### config.mk
export PLATFORM = sky130hd
export DESIGN_NAME = dmd_load_arbiter_flat
export DESIGN_NICKNAME = d
export VERILOG_FILES = /design/src/rtl/dmd_load_arbiter_pkg.sv /design/src/rtl/dmd_load_arbiter_if.sv /design/src/rtl/dmd_load_arbiter_rr_pick3.sv /design/src/rtl/dmd_load_arbiter.sv /design/src/flat_wrapper.sv
export SDC_FILE = /design/constraint.sdc
export NUM_CORES = 1
export LEC_CHECK = 0
export ABC_CLOCK_PERIOD_IN_PS = 2800
export CELL_PAD_IN_SITES_DETAIL_PLACEMENT = 1
export CELL_PAD_IN_SITES_GLOBAL_PLACEMENT = 1
export CORE_ASPECT_RATIO = 2
export CORE_MARGIN = 2
export CORE_UTILIZATION = 27
export DETAILED_ROUTE_END_ITERATION = 10
export PLACE_DENSITY = 0.86
export SLEW_MARGIN = 5
export SYNTH_ARGS = -nofsm -noshare
export SYNTH_HDL_FRONTEND = slang
export SYNTH_SLANG_ARGS = --single-unit
### constraint.sdc
create_clock -name clk_i -period 2.8 [get_ports clk_i]
set_input_delay 0.28 -clock clk_i [delete_from_list [all_inputs] [get_ports clk_i]]
set_output_delay 0.28 -clock clk_i [all_outputs]
set_load 0.02 [all_outputs]
### src/rtl/dmd_load_arbiter_pkg.sv
// Shared definitions for the dot-matrix load-port arbiter.
// Holds the FSM state encoding, requester index constants, default phase
// widths and small helpers used by the arbiter and its round-robin picker.
package dmd_load_arbiter_pkg;

  typedef enum logic [1:0] {
    StIdle   = 2'd0,
    StSetup  = 2'd1,
    StStrobe = 2'd2,
    StHold   = 2'd3
  } state_e;

  localparam logic [1:0] ReqInput = 2'd0;
  localparam logic [1:0] ReqDebug = 2'd1;
  localparam logic [1:0] ReqRun   = 2'd2;
  localparam logic [1:0] PrioNone = 2'd3;

  localparam int unsigned DefSetupCyc  = 2;
  localparam int unsigned DefStrobeCyc = 2;
  localparam int unsigned DefHoldCyc   = 1;

  // Next requester index in the 0 -> 1 -> 2 -> 0 ring.
  function automatic logic [1:0] rr_next(input logic [1:0] idx);
    return (idx >= ReqRun) ? ReqInput : idx + 2'd1;
  endfunction

  function automatic int unsigned max3(input int unsigned a, input int unsigned b,
                                       input int unsigned c);
    int unsigned m;
    m = (a > b) ? a : b;
    return (m > c) ? m : c;
  endfunction

endpackage

### src/rtl/dmd_load_arbiter_if.sv
// Bundle of requester-side and Matrix-side signals of the load arbiter.
//   req/col*/data*/prio_en/prio_sel : requests and arbitration control
//   ack/err/grant_id/busy           : per-requester completion status
//   dmd_column_id/dmd_in_column/dmd_load : Matrix load port
// master: requester/Matrix side (drives requests); slave: the arbiter.
interface dmd_load_arbiter_if #(
  parameter int unsigned ColW  = 5,
  parameter int unsigned DataW = 16
);
  logic [2:0]       req;
  logic [ColW-1:0]  col0;
  logic [ColW-1:0]  col1;
  logic [ColW-1:0]  col2;
  logic [DataW-1:0] data0;
  logic [DataW-1:0] data1;
  logic [DataW-1:0] data2;
  logic             prio_en;
  logic [1:0]       prio_sel;
  logic [2:0]       ack;
  logic [2:0]       err;
  logic [ColW-1:0]  dmd_column_id;
  logic [DataW-1:0] dmd_in_column;
  logic             dmd_load;
  logic             busy;
  logic [1:0]       grant_id;

  modport master (
    output req, col0, col1, col2, data0, data1, data2, prio_en, prio_sel,
    input  ack, err, dmd_column_id, dmd_in_column, dmd_load, busy, grant_id
  );

  modport slave (
    input  req, col0, col1, col2, data0, data1, data2, prio_en, prio_sel,
    output ack, err, dmd_column_id, dmd_in_column, dmd_load, busy, grant_id
  );
endinterface

### src/rtl/dmd_load_arbiter_rr_pick3.sv
// Combinational three-way arbiter pick.
//   req_i      : request vector
//   last_i     : last granted index (round-robin pointer)
//   prio_en_i  : enable fixed preference
//   prio_sel_i : preferred index (3 = none)
//   valid_o    : any request present
//   winner_o   : selected requester index
module rr_pick3
  import dmd_load_arbiter_pkg::*;
(
  input  logic [2:0] req_i,
  input  logic [1:0] last_i,
  input  logic       prio_en_i,
  input  logic [1:0] prio_sel_i,
  output logic       valid_o,
  output logic [1:0] winner_o
);

  logic [3:0] req_ext;
  logic [1:0] nxt1;
  logic [1:0] nxt2;

  // Pad to four entries so a 2-bit index (including PrioNone) is always in range.
  assign req_ext = {1'b0, req_i};
  assign nxt1    = rr_next(last_i);
  assign nxt2    = rr_next(nxt1);

  always_comb begin
    valid_o  = |req_i;
    winner_o = last_i;
    if (prio_en_i && (prio_sel_i != PrioNone) && req_ext[prio_sel_i]) begin
      winner_o = prio_sel_i;
    end else if (req_ext[nxt1]) begin
      winner_o = nxt1;
    end else if (req_ext[nxt2]) begin
      winner_o = nxt2;
    end
  end

endmodule

### src/rtl/dmd_load_arbiter.sv
// Dot-matrix load-port arbiter: grants one of three requesters, then drives
// the Matrix load port through timed setup / strobe / hold phases.
//   clk_i  : system clock
//   rst_ni : asynchronous active-low reset
//   bus_io : requester and Matrix signals (slave modport)
module dmd_load_arbiter
  import dmd_load_arbiter_pkg::*;
#(
  parameter int unsigned ColW      = 5,
  parameter int unsigned DataW     = 16,
  parameter int unsigned NumCols   = 16,
  parameter int unsigned SetupCyc  = DefSetupCyc,
  parameter int unsigned StrobeCyc = DefStrobeCyc,
  parameter int unsigned HoldCyc   = DefHoldCyc
) (
  input  logic                clk_i,
  input  logic                rst_ni,
  dmd_load_arbiter_if.slave   bus_io
);

  localparam int unsigned MaxCyc = max3(SetupCyc, StrobeCyc, HoldCyc);
  localparam int unsigned CntW   = (MaxCyc > 1) ? $clog2(MaxCyc) : 1;

  state_e            state_q, state_d;
  logic [CntW-1:0]   cnt_q, cnt_d;
  logic [1:0]        last_q, last_d;
  logic [1:0]        grant_q, grant_d;
  logic [ColW-1:0]   col_q, col_d;
  logic [DataW-1:0]  data_q, data_d;
  logic [2:0]        ack_q, ack_d;
  logic [2:0]        err_q, err_d;

  logic              pick_valid;
  logic [1:0]        pick_id;
  logic [ColW-1:0]   col_sel;
  logic [DataW-1:0]  data_sel;
  logic [CntW-1:0]   phase_last;
  logic              phase_done;

  rr_pick3 u_pick (
    .req_i      (bus_io.req),
    .last_i     (last_q),
    .prio_en_i  (bus_io.prio_en),
    .prio_sel_i (bus_io.prio_sel),
    .valid_o    (pick_valid),
    .winner_o   (pick_id)
  );

  always_comb begin
    col_sel  = bus_io.col0;
    data_sel = bus_io.data0;
    case (pick_id)
      ReqDebug: begin
        col_sel  = bus_io.col1;
        data_sel = bus_io.data1;
      end
      ReqRun: begin
        col_sel  = bus_io.col2;
        data_sel = bus_io.data2;
      end
      default: ;
    endcase
  end

  always_comb begin
    unique case (state_q)
      StSetup:  phase_last = CntW'(SetupCyc - 1);
      StStrobe: phase_last = CntW'(StrobeCyc - 1);
      StHold:   phase_last = CntW'(HoldCyc - 1);
      StIdle:   phase_last = '0;
    endcase
  end

  assign phase_done = (cnt_q == phase_last);

  // State register
  always_ff @(posedge clk_i or negedge rst_ni) begin
    if (!rst_ni) begin
      state_q <= StIdle;
      cnt_q   <= '0;
      last_q  <= ReqRun;  // requester 0 is first in line after reset
      grant_q <= ReqInput;
      col_q   <= '0;
      data_q  <= '0;
      ack_q   <= '0;
      err_q   <= '0;
    end else begin
      state_q <= state_d;
      cnt_q   <= cnt_d;
      last_q  <= last_d;
      grant_q <= grant_d;
      col_q   <= col_d;
      data_q  <= data_d;
      ack_q   <= ack_d;
      err_q   <= err_d;
    end
  end

  // Next-state logic
  always_comb begin
    state_d = state_q;
    cnt_d   = cnt_q;
    last_d  = last_q;
    grant_d = grant_q;
    col_d   = col_q;
    data_d  = data_q;
    ack_d   = '0;
    err_d   = '0;
    unique case (state_q)
      StIdle: begin
        cnt_d = '0;
        if (pick_valid) begin
          grant_d = pick_id;
          last_d  = pick_id;
          col_d   = col_sel;
          data_d  = data_sel;
          // Out-of-range column: report and never touch dmd_load.
          if (32'(col_sel) < NumCols) begin
            state_d = StSetup;
          end else begin
            err_d = 3'b001 << pick_id;
          end
        end
      end
      StSetup: begin
        if (phase_done) begin
          state_d = StStrobe;
          cnt_d   = '0;
        end else begin
          cnt_d = cnt_q + 1'b1;
        end
      end
      StStrobe: begin
        if (phase_done) begin
          state_d = StHold;
          cnt_d   = '0;
        end else begin
          cnt_d = cnt_q + 1'b1;
        end
      end
      StHold: begin
        if (phase_done) begin
          state_d = StIdle;
          cnt_d   = '0;
          ack_d   = 3'b001 << grant_q;
        end else begin
          cnt_d = cnt_q + 1'b1;
        end
      end
    endcase
  end

  // Outputs
  always_comb begin
    bus_io.dmd_load = (state_q == StStrobe);
    bus_io.busy     = (state_q != StIdle);
  end

  assign bus_io.ack           = ack_q;
  assign bus_io.err           = err_q;
  assign bus_io.dmd_column_id = col_q;
  assign bus_io.dmd_in_column = data_q;
  assign bus_io.grant_id      = grant_q;

endmodule

### src/flat_wrapper.sv
// flat-port wrapper written by rule: the top's interface ports become plain ports
module dmd_load_arbiter_flat import dmd_load_arbiter_pkg::*;
#(
  parameter int unsigned ColW      = 5,
  parameter int unsigned DataW     = 16,
  parameter int unsigned NumCols   = 16,
  parameter int unsigned SetupCyc  = DefSetupCyc,
  parameter int unsigned StrobeCyc = DefStrobeCyc,
  parameter int unsigned HoldCyc   = DefHoldCyc
)
  (clk_i, rst_ni, bus_io_req, bus_io_col0, bus_io_col1, bus_io_col2, bus_io_data0, bus_io_data1, bus_io_data2, bus_io_prio_en, bus_io_prio_sel, bus_io_ack, bus_io_err, bus_io_dmd_column_id, bus_io_dmd_in_column, bus_io_dmd_load, bus_io_busy, bus_io_grant_id);
  dmd_load_arbiter_if #(.ColW(ColW), .DataW(DataW)) bus_io_i ();
  input  logic clk_i;
  input  logic rst_ni;
  input wire logic [$bits(bus_io_i.req)-1:0] bus_io_req;
  input wire logic [$bits(bus_io_i.col0)-1:0] bus_io_col0;
  input wire logic [$bits(bus_io_i.col1)-1:0] bus_io_col1;
  input wire logic [$bits(bus_io_i.col2)-1:0] bus_io_col2;
  input wire logic [$bits(bus_io_i.data0)-1:0] bus_io_data0;
  input wire logic [$bits(bus_io_i.data1)-1:0] bus_io_data1;
  input wire logic [$bits(bus_io_i.data2)-1:0] bus_io_data2;
  input wire logic [$bits(bus_io_i.prio_en)-1:0] bus_io_prio_en;
  input wire logic [$bits(bus_io_i.prio_sel)-1:0] bus_io_prio_sel;
  output wire logic [$bits(bus_io_i.ack)-1:0] bus_io_ack;
  output wire logic [$bits(bus_io_i.err)-1:0] bus_io_err;
  output wire logic [$bits(bus_io_i.dmd_column_id)-1:0] bus_io_dmd_column_id;
  output wire logic [$bits(bus_io_i.dmd_in_column)-1:0] bus_io_dmd_in_column;
  output wire logic [$bits(bus_io_i.dmd_load)-1:0] bus_io_dmd_load;
  output wire logic [$bits(bus_io_i.busy)-1:0] bus_io_busy;
  output wire logic [$bits(bus_io_i.grant_id)-1:0] bus_io_grant_id;
  assign bus_io_i.req = bus_io_req;
  assign bus_io_i.col0 = bus_io_col0;
  assign bus_io_i.col1 = bus_io_col1;
  assign bus_io_i.col2 = bus_io_col2;
  assign bus_io_i.data0 = bus_io_data0;
  assign bus_io_i.data1 = bus_io_data1;
  assign bus_io_i.data2 = bus_io_data2;
  assign bus_io_i.prio_en = bus_io_prio_en;
  assign bus_io_i.prio_sel = bus_io_prio_sel;
  assign bus_io_ack = bus_io_i.ack;
  assign bus_io_err = bus_io_i.err;
  assign bus_io_dmd_column_id = bus_io_i.dmd_column_id;
  assign bus_io_dmd_in_column = bus_io_i.dmd_in_column;
  assign bus_io_dmd_load = bus_io_i.dmd_load;
  assign bus_io_busy = bus_io_i.busy;
  assign bus_io_grant_id = bus_io_i.grant_id;
  dmd_load_arbiter #(.ColW(ColW), .DataW(DataW), .NumCols(NumCols), .SetupCyc(SetupCyc), .StrobeCyc(StrobeCyc), .HoldCyc(HoldCyc)) u_core (.clk_i(clk_i), .rst_ni(rst_ni), .bus_io(bus_io_i));
endmodule
==> results of run 1 <==
## routing by layer
| layer | routed length [µm] | vias up |
|---|---|---|
| li1 | - | 923 |
| met1 | 2110 | 921 |
| met2 | 3570 | 58 |
| met3 | 222 | 6 |
| met4 | 87 | 0 |
| met5 | 0 | - |
## Yosys cell counts (all sizes together), types with 2 or more instances
master  count
o21ai      44
a22oi      21
nor3        2
buf         8
a21oi       3
mux2i       2
clkbuf      7
and2        3
nor2b       2
nand2      48
ha          9
nor3b       3
dfrtp      32
nor2        5
inv         6
## how the worst max path moves through the flow
| stage | start | endpoint | slack, ns | cells past startpoint |
|---|---|---|---|---|
| 4_1_cts | bus_io_req[0] | u_core.state_q[1] | 0.16 | 10 |
| 2_1_floorplan | u_core.last_q[1] | u_core.state_q[1] | 0.38 | 10 |
| 5_1_grt | bus_io_req[1] | u_core.state_q[1] | 0.10 | 10 |
| 3_3_place_gp | bus_io_req[0] | u_core.state_q[1] | 0.004 | 10 |
| 3_5_place_dp | bus_io_req[0] | u_core.state_q[1] | -0.11 | 10 |
| 6_report | bus_io_prio_sel[1] | u_core.state_q[1] | 0.22 | 10 |
## stage by stage
step / setup TNS [ns] / total power, mW
6_report: 0 / 3.30
5_1_grt: 0 / 3.58
4_1_cts: 0 / 3.35
3_5_place_dp: -0.139 / 2.71
3_3_place_gp: 0 / 2.64
2_1_floorplan: 0 / 1.98
## registers in the layout, indices dropped and copies added (netlist names)
name,cells
u_core.bus_io.ack,3
u_core.bus_io.dmd_column_id,5
u_core.bus_io.err,3
u_core.bus_io.grant_id,2
u_core.state_q,2
u_core.cnt_q,1
u_core.bus_io.dmd_in_column,16
u_core.last_q,1
## power by group through the flow
stage          Clock (mW)  Combinational (mW)  Sequential [mW]
3_3_place_gp            0                1.82            0.823
3_5_place_dp            0                1.88            0.831
6_report            0.628                1.85            0.823
4_1_cts             0.644                1.89            0.825
5_1_grt             0.660                2.07            0.852
2_1_floorplan           0               0.971             1.01
## final cells by class
class	count	area (µm²)	share of cell area
clock buffers	7	143	0.0459
clock inverters	1	30.0	0.00966
inverters	6	22.5	0.00725
multi-input cells	154	907	0.292
flip-flops and latches	33	827	0.266
well taps	88	110	0.0354
repair buffers	109	1070	0.344
## logic make-up (layout without fill, tap and decap cells)
family / Yosys count / after routing / share of synthesized area
adders and majority gates: 9 / 9 / 0.0611
muxes: 3 / 3 / 0.0190
and+or+nand+nor: 67 / 67 / 0.162
DFF: 33 / 33 / 0.449
buffers and inverters: 21 / 123 / 0.0591
AOI/OAI and AO/OA: 75 / 75 / 0.251
## worst register-to-register path: stages, from the launching register on
cell and delay [ns]:
dfstp_2 0.56, nor2b_1 0.07, o21ai_0 0.14, a22oi_1 0.13, or2_2 0.33, ha_1 0.37, nand2b_1 0.17, a21oi_2 0.07
a311oi_2 0.26, mux2_4 0.33
==> run_results.csv, run 1 <==
group,metric,value,unit
synthesis,synth_edf_count,0,
global_routing,grt_pass1_vias,2172,
sta,rsz0062_at_grt,"no",
cells_and_area,area_growth,68.6,%
worst_hold_path,min_path_type,"input pin to asynchronous set/reset pin",
power_and_ir_drop,p_clk_frac,0.190,
sta,drv_slew,0,
power_and_ir_drop,sw_frac_of_total,0.404,
cells_and_area,final_common_cell,"clkdlybuf4s50_1",
sta,min_period_over_period,0.923,
run_status,status,"finished clean",
floorplanning,fp.dieH,121,µm
synthesis,yosys_warnings,0,
drt,routed_wl,5.99,mm
setup_path,required,2.95,ns
power_and_ir_drop,p_leak,1.34,nW
power_and_ir_drop,irDropWorstVdd,0.401,mV
power_and_ir_drop,p_switching,1.33,mW
sta,max_slew_margin,0.500,
cells_and_area,n_antenna_cell,0,
placement,place_inst,390,
cells_and_area,mostFrequentLayoutCells,"99 x clkdlybuf4s50_1, 47 x nand2_1, 38 x o21ai_0",
cts,htree_levels,2,
setup_path,reg2reg_to,"u_core.state_q[1]",
placement,place.gp.congestion,0.790,
cells_and_area,fillers,816,
cts,cts_tree,"yes",
drt,dr.pass1.iters,4,
setup_path,rrSetupSlack,0.28,ns
floorplanning,die_area,7540,µm²
power_and_ir_drop,comb_power_share,0.560,
floorplanning,rows,42,
global_routing,grt-busiest-layer,"met2",
power_and_ir_drop,power.internal,1.97,mW
cts,cts-buffers-inserted,5,
synthesis,post-synth-top-area-fraction,0.434,
global_routing,grt_use_met3,0.0279,
power_and_ir_drop,seq_power_share,0.249,
global_routing,antenna_found_initial,0,
synthesis,ys_seq_area_frac,0.449,
placement,hpwl,4.77,mm
synthesis,synthFlopType,"dfrtp_1",
synthesis,netlist_area,1840,µm²
cells_and_area,design_area,3110,µm²
global_routing,grt_pass1_wl,10.2,mm
cells_and_area,final_net_count,389,
synthesis,synth_area_leader_cell,"dfrtp_1",
floorplanning,coreArea,6620,µm²
setup_path,path_class,"input pin to flop",
global_routing,overflow,0,
placement,postPlaceCellArea,2930,µm²
cts,post_cts_resized,0,
synthesis,postSynth.asyncResetShare,1.00,
drt,drcViolationCount,0,
setup_path,path_max_fanout,5,
global_routing,grt_util_met1,0.172,
cts,clock_sinks,33,
global_routing,grt_max_degree,41,
sta,worst_pin_slew,0.750,ns
synthesis,syn_inst,208,
cts,cts_root_buf,"clkbuf_16",
setup_path,crit_chain,"clkdlybuf4s50_1 -> nand2_1 -> o22ai_1 -> a22oi_1 -> or2_2 -> ha_1 -> nand2b_1 -> a21oi_2 -> a311oi_2 -> mux2_4",
setup_path,critical_path_buf_inv_count,1,
synthesis,ys_ff_latch,33,
sta,fin_hold_ws,0.0773,ns
drt,final_antenna_net_count,0,
placement,dp_slack,-0.112,ns
drt,drt_iter0_drc,42,
cts,clkTransAtPathRegs,0.05,ns
floorplanning,die_w,62.4,µm
cts,insertion_delay,0.27,ns
drt,wl_per_cell,15.1,µm
cts,cts_setup_buffers,0,
setup_path,worst_setup_path_start_kind,"input pin",
sta,setup_violations,0,
synthesis,syn_avg_cell_area,8.86,µm²
setup_path,slowest_stage,"clkdlybuf4s50_1",
drt,num_vias,1908,
cells_and_area,drive_gt1_frac,0.0742,
synthesis,ys_top_cells_by_area,"dfrtp_1 43%, o21ai_0 10%, nand2_1 9.6%",
setup_path,reg2regPathDepth,9,
floorplanning,start_util,0.278,
sta,postLayoutSetupSlackWorst,0.217,ns
global_routing,grt_usage,0.170,
global_routing,groute.layer.met2.usage,0.341,
floorplanning,ios,102,
setup_path,timing.rr.start,"u_core.last_q[1]",
cts,cts_buffer_depth,2,
setup_path,critPathMaxStageDelay,0.58,ns
sta,finalCriticalPeriod,2.58,ns
setup_path,cp_top_family,"simple AND/OR/NAND/NOR gates",
setup_path,end_kind,"flop",
placement,port_buffers,101,
cts,holdBufCountCts,0,
setup_path,worstPathArrival,2.74,ns
cells_and_area,final_cells,398,
cells_and_area,final_util,0.469,
drt,avgViaCountPerCell,4.79,
sta,hold_viol_final,0,
sta,clock.fmax,387,MHz
flow_run,cap_violations,0,
synthesis,synth.distinct_cells,35,
synthesis,synthesis.nets,288,
power_and_ir_drop,p_per_area,1060,nW/µm²
sta,fin_worst_skew,0.00375,ns
No activity file was read; power rests on OpenSTA's default activity.
==> run 2, diff against run 1 <==
--- a/config.mk
+++ b/config.mk
@@ -6,12 +6,14 @@
 export NUM_CORES = 1
 export LEC_CHECK = 0
 export ABC_CLOCK_PERIOD_IN_PS = 2800
+export CAP_MARGIN = 5
 export CELL_PAD_IN_SITES_DETAIL_PLACEMENT = 1
 export CELL_PAD_IN_SITES_GLOBAL_PLACEMENT = 1
 export CORE_ASPECT_RATIO = 2
 export CORE_MARGIN = 2
 export CORE_UTILIZATION = 27
 export DETAILED_ROUTE_END_ITERATION = 10
+export MAX_ROUTING_LAYER = met4
 export PLACE_DENSITY = 0.86
 export SLEW_MARGIN = 5
 export SYNTH_ARGS = -nofsm -noshare
==> run 2 against run 1 <==
Against the previous run: total power barely moved; worst setup slack lost 0.0021 ns; register-to-register slack hardly changed; cell area is the same; clock skew increased by 0.0014 ns; clock power hardly changed; via count decreased by 0.42%; critical endpoint unchanged; sequential cell count is the same; critical path type unchanged; non-clock buffer count did not move; routed wire length fell by 0.43%; first-iteration DRC count rose by 14%; cell count did not move.
==> run_results.csv, run 2 (same netlist as run 1, synthesis figures left out) <==
group,metric,value,unit
setup_path,reg2reg_to,"u_core.state_q[1]",
global_routing,antenna_found_initial,0,
setup_path,end_kind,"flop",
cells_and_area,mostFrequentLayoutCells,"99 x clkdlybuf4s50_1, 47 x nand2_1, 38 x o21ai_0",
cts,cts_root_buf,"clkbuf_16",
sta,fin_hold_ws,0.0779,ns
cts,holdBufCountCts,0,
floorplanning,die_area,7540,µm²
floorplanning,rows,42,
power_and_ir_drop,p_leak,1.34,nW
power_and_ir_drop,p_per_area,1060,nW/µm²
cts,cts-buffers-inserted,5,
cells_and_area,regArea,827,µm²
sta,min_period_over_period,0.923,
global_routing,grt_pass1_wl,10.2,mm
cells_and_area,n_antenna_cell,0,
floorplanning,die_w,62.4,µm
setup_path,reg2regPathDepth,9,
cells_and_area,multi_input_area,907,µm²
setup_path,crit_path_end,"u_core.state_q[1]",
cells_and_area,final_common_cell,"clkdlybuf4s50_1",
cells_and_area,largest_register_ffs,16,
placement,place_inst,390,
sta,clock.fmax,387,MHz
setup_path,path_class,"input pin to flop",
floorplanning,fp.dieH,121,µm
sta,rsz0062_at_grt,"no",
cts,insertion_delay,0.27,ns
sta,setup_violations,0,
drt,routed_wl,5.96,mm
sta,drv_slew,0,
power_and_ir_drop,irDropWorstVdd,0.400,mV
cells_and_area,final_util,0.469,
flow_run,cap_violations,0,
power_and_ir_drop,power.total,3.30,mW
setup_path,path_max_fanout,5,
setup_path,timing.rr.start,"u_core.last_q[1]",
drt,final_antenna_net_count,0,
cts,clock_sinks,33,
placement,place.gp.congestion,0.801,
sta,hold_viol_final,0,
floorplanning,coreArea,6620,µm²
sta,worst_pin_slew,0.751,ns
worst_hold_path,min_path_type,"input pin to asynchronous set/reset pin",
drt,num_vias,1900,
setup_path,setup.worst_path.start,"bus_io_prio_sel[1]",
cells_and_area,fillers,816,
drt,avgViaCountPerCell,4.77,
cells_and_area,final_cells,398,
cts,htree_levels,2,
setup_path,rrSetupSlack,0.28,ns
cells_and_area,final_net_count,389,
sta,finalSetupTns,0,ns
global_routing,grt_max_degree,41,
run_status,status,"finished clean",
floorplanning,ios,102,
global_routing,grt_pass1_vias,2170,
floorplanning,start_util,0.278,
sta,finalCriticalPeriod,2.59,ns
cts,cts_tree,"yes",
sta,fin_worst_skew,0.00517,ns
drt,drcViolationCount,0,
global_routing,overflow,0,
placement,port_buffers,101,
setup_path,required,2.95,ns
sta,max_slew_margin,0.499,
placement,hpwl,4.77,mm
cells_and_area,area_growth,68.6,%
setup_path,worst_setup_path_start_kind,"input pin",
global_routing,grt_usage,0.175,
setup_path,worstPathArrival,2.74,ns
drt,drt_iter0_drc,48,
drt,wl_per_cell,15.0,µm
cells_and_area,drive_gt1_frac,0.0742,
cts,cts_buffer_depth,2,
cts,clkTransAtPathRegs,0.05,ns
drt,dr.pass1.iters,4,
## run 2: cell counts in the layout (fill, tap and decap cells not counted)
Identical to the previous run, type by type.
## run 2: power breakdown
group,internal [mW],switching [mW]
combinational,0.831,1.02
sequential,0.692,0.130
clock,0.444,0.185
total,1.97,1.33
## run 2: final cells by class
type,instances,area share
clock inverters,1,0.00966
repair buffers,109,0.344
well taps,88,0.0354
clock buffers,7,0.0459
inverters,6,0.00725
flip-flops and latches,33,0.266
multi-input cells,154,0.292
## run 2: worst min-delay path by stage
stage               startpoint                   end  slack, ns  cells past startpoint
floorplan               rst_ni  u_core.bus_io.ack[0]      -0.02                      0
global placement        rst_ni          u_core.cnt_q       0.40                      1
detailed placement      rst_ni          u_core.cnt_q       0.40                      1
CTS                     rst_ni          u_core.cnt_q       0.11                      1
global route            rst_ni  u_core.bus_io.ack[0]       0.15                      1
finish                  rst_ni          u_core.cnt_q       0.08                      1
## run 2: routing by layer
| layer | track usage | wire length [µm] | vias up |
|---|---|---|---|
| met1 | 0.175 | 2130 | 913 |
| met3 | 0.0233 | 185 | 6 |
| met4 | 0.0556 | 87 | 0 |
| met5 | - | 0 | - |
| li1 | - | - | 923 |
| met2 | 0.342 | 3570 | 58 |
## run 2: stage by stage
stage	instance area (µm²)	worst slack, ns
finish	3110	0.215
global route	3110	0.105
CTS	3110	0.158
detailed placement	2930	-0.112
global placement	2930	0.00417
floorplan	1840	0.379
## run 2: what timing repair did
item                                    CTS  global route
resized for setup                         0             1
endpoints found under the setup margin    0             1
setup buffers                             0             0
## run 2: critical path: stages
cell and delay [ns]:
clkdlybuf4s50_1 0.58, nand2_1 0.10, o22ai_1 0.15, a22oi_1 0.12, or2_2 0.33, ha_1 0.37, nand2b_1 0.17, a21oi_2 0.07
a311oi_2 0.26, mux2_4 0.33
